### config.mk
export PLATFORM = sky130hd
export DESIGN_NAME = uart_tx_fifo
export DESIGN_NICKNAME = d
export VERILOG_FILES = /design/src/rtl/uart_tx_fifo.sv
export SDC_FILE = /design/constraint.sdc
export NUM_CORES = 1
export LEC_CHECK = 0
export CORE_MARGIN = 2
export CORE_UTILIZATION = 25
export DETAILED_ROUTE_END_ITERATION = 10
export GPL_TIMING_DRIVEN = 0
export PLACE_DENSITY_LB_ADDON = 0.15
export SYNTH_ARGS = -nofsm -noshare
export SYNTH_HDL_FRONTEND = slang
export SYNTH_SLANG_ARGS = --single-unit
### constraint.sdc
create_clock -name clk -period 6 [get_ports clk]
set_input_delay 1.5 -clock clk [delete_from_list [all_inputs] [get_ports clk]]
set_output_delay 1.5 -clock clk [all_outputs]
set_load 0.05 [all_outputs]
### src/rtl/uart_tx_fifo.sv
// Buffered UART transmitter with a power-of-two FIFO in front of the shifter.
// Frames: start, DataBits data (LSB first), optional parity, StopBits stops.
module uart_tx_fifo #(
   parameter int ClockFrequencyHz = 66_000_000,
   parameter int BaudRate         = 9600,
   parameter int DataBits         = 8,
   parameter int ParityMode       = 0,
   parameter int StopBits         = 1,
   parameter int FifoDepth        = 16
) (
   input  logic                         clk,
   input  logic                         rst,
   input  logic [DataBits-1:0]          wr_data,
   input  logic                         wr_en,
   output logic                         full,
   output logic [$clog2(FifoDepth):0]   count,
   output logic                         ovf,
   input  logic                         ovf_clr,
   output logic                         tx,
   output logic                         bsy
);

   localparam int BitTime = ClockFrequencyHz / BaudRate;
   localparam int AW      = $clog2(FifoDepth);
   localparam int CW      = (BitTime > 1) ? $clog2(BitTime) : 1;
   localparam int IW      = $clog2(DataBits + 1);

   localparam logic [CW-1:0] BitLast = CW'(BitTime - 1);

   localparam logic [2:0] IDLE   = 3'd0;
   localparam logic [2:0] START  = 3'd1;
   localparam logic [2:0] DATA   = 3'd2;
   localparam logic [2:0] PARITY = 3'd3;
   localparam logic [2:0] STOP   = 3'd4;

   logic [DataBits-1:0] mem [FifoDepth];
   logic [AW:0]         wr_ptr;
   logic [AW:0]         rd_ptr;
   logic [DataBits-1:0] head;
   logic                push;
   logic                pop;
   logic                nonempty;

   logic [2:0]          state;
   logic [CW-1:0]       cnt;
   logic [IW-1:0]       bit_idx;
   logic                stop_idx;
   logic [DataBits-1:0] shreg;
   logic                par;
   logic                bit_end;
   logic                last_stop;

   assign count     = wr_ptr - rd_ptr;
   assign full      = (wr_ptr[AW] != rd_ptr[AW]) &&
                      (wr_ptr[AW-1:0] == rd_ptr[AW-1:0]);
   assign nonempty  = (count != '0);
   assign push      = wr_en && !full;
   assign head      = mem[rd_ptr[AW-1:0]];
   assign bit_end   = (cnt == '0);
   assign last_stop = (stop_idx == 1'(StopBits - 1));
   assign bsy       = (state != IDLE) || nonempty;

   // Pop the head when idle, or at the very end of the last stop bit.
   always_comb begin
      pop = 1'b0;
      if (nonempty) begin
         if (state == IDLE)
            pop = 1'b1;
         else if (state == STOP && bit_end && last_stop)
            pop = 1'b1;
      end
   end

   // FIFO storage; contents need no reset, pointers define validity.
   always_ff @(posedge clk) begin
      if (push)
         mem[wr_ptr[AW-1:0]] <= wr_data;
   end

   // Read/write pointers with an extra wrap bit.
   always_ff @(posedge clk or posedge rst) begin
      if (rst) begin
         wr_ptr <= '0;
         rd_ptr <= '0;
      end else begin
         if (push)
            wr_ptr <= wr_ptr + 1'b1;
         if (pop)
            rd_ptr <= rd_ptr + 1'b1;
      end
   end

   // Sticky overflow; a dropped write beats a simultaneous clear.
   always_ff @(posedge clk or posedge rst) begin
      if (rst)
         ovf <= 1'b0;
      else if (wr_en && full)
         ovf <= 1'b1;
      else if (ovf_clr)
         ovf <= 1'b0;
   end

   // Frame shifter; a pop always starts a fresh frame with the start bit.
   always_ff @(posedge clk or posedge rst) begin
      if (rst) begin
         state    <= IDLE;
         tx       <= 1'b1;
         cnt      <= '0;
         bit_idx  <= '0;
         stop_idx <= 1'b0;
         shreg    <= '0;
         par      <= 1'b0;
      end else if (pop) begin
         shreg    <= head;
         par      <= (^head) ^ (ParityMode == 2);
         tx       <= 1'b0;
         cnt      <= BitLast;
         state    <= START;
      end else if (state != IDLE) begin
         if (!bit_end) begin
            cnt <= cnt - CW'(1);
         end else begin
            cnt <= BitLast;
            unique case (state)
               START: begin
                  tx      <= shreg[0];
                  shreg   <= shreg >> 1;
                  bit_idx <= IW'(1);
                  state   <= DATA;
               end
               DATA: begin
                  if (bit_idx != IW'(DataBits)) begin
                     tx      <= shreg[0];
                     shreg   <= shreg >> 1;
                     bit_idx <= bit_idx + IW'(1);
                  end else if (ParityMode != 0) begin
                     tx    <= par;
                     state <= PARITY;
                  end else begin
                     tx       <= 1'b1;
                     stop_idx <= 1'b0;
                     state    <= STOP;
                  end
               end
               PARITY: begin
                  tx       <= 1'b1;
                  stop_idx <= 1'b0;
                  state    <= STOP;
               end
               STOP: begin
                  if (!last_stop)
                     stop_idx <= 1'b1;
                  else
                     state <= IDLE;
               end
               default: state <= IDLE;
            endcase
         end
      end
   end

endmodule

==> summary.txt <==
Fin crit period: 5.577 ns
Reg2reg start: rd_ptr[1]$_DFFE_PP0P_
Initial Util: 25.58%
Dpl hpwl: 11.11 mm
P&R area growth vs syn: 18.05%
Sequential element share of the synthesized area: 65.66%
Hold violation count in the final report: 0
Post-synth EDFFs: 128
Initial DRC count: 209
Fin Setup TNS: 0 ns
CP max stage cell: clkdlybuf4s50_1
Gpl congestion: 0.7223
CTS Buf Count: 17
RSZ-0062 raised after global routing: no
Peak per-stage delay on the critical path: 0.72 ns
Flip-flop and latch count after synthesis: 168
Least-Margin Pin Slew: 1.158 ns
Antenna fix cells: 0
Filler cells: 2869
Die Area: 30910 um^2
Die X: 175.8 um
PD cells: 474.3 nW/um^2
Nets: 486
FP Rows: 62
Clk root buf: clkbuf_16
Tcrit/Tclk final: 92.95%
Reg2reg end: mem[15][1]$_DFFE_PP_
Hold Crit Depth: 1
Final setup vio count: 0
Clk_skew: 0.01209 ns
Post-DR wirelength/cell: 19.46 um
Mapped Cells: 422
Mapped Nets: 447
CTS tree: built
Share of layout cells above drive strength 1: 21.31%
CP most frequent cell: nand3_1
Core Util, Final: 30.19%
Routed WL: 16.69 mm
Largest net degree at the start of global routing: 41
Crit-path max FO: 10
Largest area contributor in the netlist: edfxtp_1
Post-synth top area share: 52.08%
I/O pin count: 21
Slew headroom: 22.53%
Initial antenna violation count: 0
CORE AREA: 28860 um^2
DRC violations left: 0
FF-to-FF path depth: 10
Die height: 175.8 um
Synthesized area per cell: 17.49 um^2
Number of global-route vias before repair: 3917
Clock slew at reported path FFs: 0.08 ns
First-pass DRT Iterations: 4
First-pass GRT wire length: 25.03 mm
Mapped Area: 7381 um^2
Predominant post-synthesis flop cell: edfxtp_1
Status: finished, final reports clean
H-Tree Depth: 4
Critical path, cell by cell: clkbuf_1 -> clkbuf_2 -> inv_1 -> fa_1 -> nand3_1 -> nand3_1 -> a2111oi_2 -> o21ai_2 -> nor2_4 -> inv_2 -> clkdlybuf4s50_1
Top post-synthesis cells by area: edfxtp_1 52%, dfrtp_1 13%, mux4_1 7.8%
FMAX: 0.1793 GHz
Peak VDD IR: 227.5 uV
Hold Path Sink: wr_ptr[4]$_DFFE_PP0P_
CP required: 4.50 ns
Final Max Slew Viols: 0
Vias: 3821
Worst Setup Start Kind: flip-flop
Cell variety after synth: 69
Async set-or-reset flop fraction in the synthesized netlist: 23.81%
Worst R2R Setup Slack: 2.23 ns
Worst-Skew Late Latency: 0.43 ns
CP delay by family, top: buffers and inverters
I/O Buffers: 20
Crit path DAT: 4.08 ns
Critical path class: flip-flop to output pin
YS warnings: 0
Max-cap violations: 0
Buf/Inv on CP: 5
Worst Hold Launch: wr_ptr[4]$_DFFE_PP0P_
Post-DRT Antenna Nets: 0
Vias per inst: 4.453
Clock Sinks: 168
GRT Resource Usage Total: 11.29%
Gr ovfl total: 0
Clock tree buffer depth: 2
LEAKAGE: 0.003003 uW
Worst hold path class: flip-flop to flip-flop
Cts-stage hold buffer count: 0
CP Capture Type: output pin
## stage by stage
stage | std cells | setup slack, ns | power, uW | cell area [um^2] | hold slack [ns]
global route | 858 | 0.06678 | 4344 | 8713 | 0.5240
CTS | 858 | 0.07214 | 4199 | 8692 | 0.5071
detailed placement | 826 | 0.5611 | 3024 | 8061 | 0.4962
finish | 858 | 0.4233 | 4133 | 8713 | 0.5028
global placement | 826 | 0.5321 | 3002 | 8061 | 0.4904
floorplan | 422 | 1.654 | 2567 | 7381 | 0.4607
## timing repair
action,4_1_cts,5_1_grt
endpoints found under the setup margin,0,1
resized for setup,0,1
setup buffers,0,0
## report_power, final
group          internal [uW]  switching, uW
sequential              1440            101
clock                    641            528
combinational            624            804
total                   2700           1430
## layout make-up
| type | count | area (um^2) | share of cell area [%] |
|---|---|---|---|
| plain buffers | 15 | 121.4 | 1.393 |
| clock buffers | 17 | 425.4 | 4.882 |
| clock inverters | 15 | 205.2 | 2.355 |
| inverters | 19 | 72.57 | 0.8329 |
| multi-input cells | 220 | 2362 | 27.11 |
| flip-flops and latches | 168 | 4846 | 55.61 |
| well taps | 384 | 480.5 | 5.514 |
| repair buffers | 20 | 200.2 | 2.298 |
## metal layers
layer | share of wire, % | routed length, um | up-vias | GRT usage, %
met2 | 50 | 8383 | 38 | 18.86
met3 | 2.0 | 335 | 8 | 2.489
met1 | 47 | 7806 | 2012 | 14.75
met5 | 0 | 0 | - | 0
met4 | 1.0 | 167 | 0 | 3.202
li1 | - | - | 1763 | -
## worst max path at each step
stage                          start  cells after the start  endpoint  slack, ns
2_1_floorplan  rd_ptr[1]$_DFFE_PP0P_                      9       bsy       1.65
3_3_place_gp   rd_ptr[1]$_DFFE_PP0P_                     11       bsy       0.53
3_5_place_dp   rd_ptr[1]$_DFFE_PP0P_                     11       bsy       0.56
4_1_cts        rd_ptr[1]$_DFFE_PP0P_                     11       bsy       0.07
5_1_grt        rd_ptr[1]$_DFFE_PP0P_                     11       bsy       0.07
6_report       rd_ptr[1]$_DFFE_PP0P_                     11       bsy       0.42
## synthesized netlist by cell type (7+ instances only)
cell      instances
a21oi_1           9
dfrtp_1          39
edfxtp_1        128
ha_1             12
inv_1            17
mux2_2            8
mux2_4            8
mux4_1           22
mux4_2           18
nand2_1          15
nor2_1           23
o21ai_0          13
o31ai_1           7
## cells in the final DEF (no fill, tap or decap), types with 9 or more instances in the layout
cell,Yosys,layout
nand2_1,15,15
dfrtp_1,39,39
ha_1,12,12
nor2_1,23,23
mux4_2,18,18
clkbuf_16,0,17
clkdlybuf4s50_1,0,20
a21oi_1,9,9
mux4_1,22,22
inv_1,17,16
edfxtp_1,128,128
o21ai_0,13,13
## kinds of logic (layout without fill, tap and decap cells)
| kind of cell | Yosys count | after routing | synth area share [%] |
|---|---|---|---|
| muxes | 57 | 57 | 16.31 |
| buffers and inverters | 34 | 86 | 2.611 |
| adders and majority gates | 13 | 13 | 2.305 |
| xor gates and xnor gates | 10 | 10 | 1.187 |
| and+or+nand+nor | 92 | 92 | 7.510 |
| AOI/OAI and AO/OA | 48 | 48 | 4.425 |
| DFF | 168 | 168 | 65.66 |
## flip-flops by register name, summed over array words and instances, names as in the netlist
| signal | cells |
|---|---|
| state | 3 |
| shreg | 8 |
| mem | 128 |
| cnt | 13 |
| bit_idx | 4 |
| wr_ptr | 5 |
| tx | 1 |
| rd_ptr | 5 |
| ovf | 1 |
No activity file was read; power rests on OpenSTA's default activity.
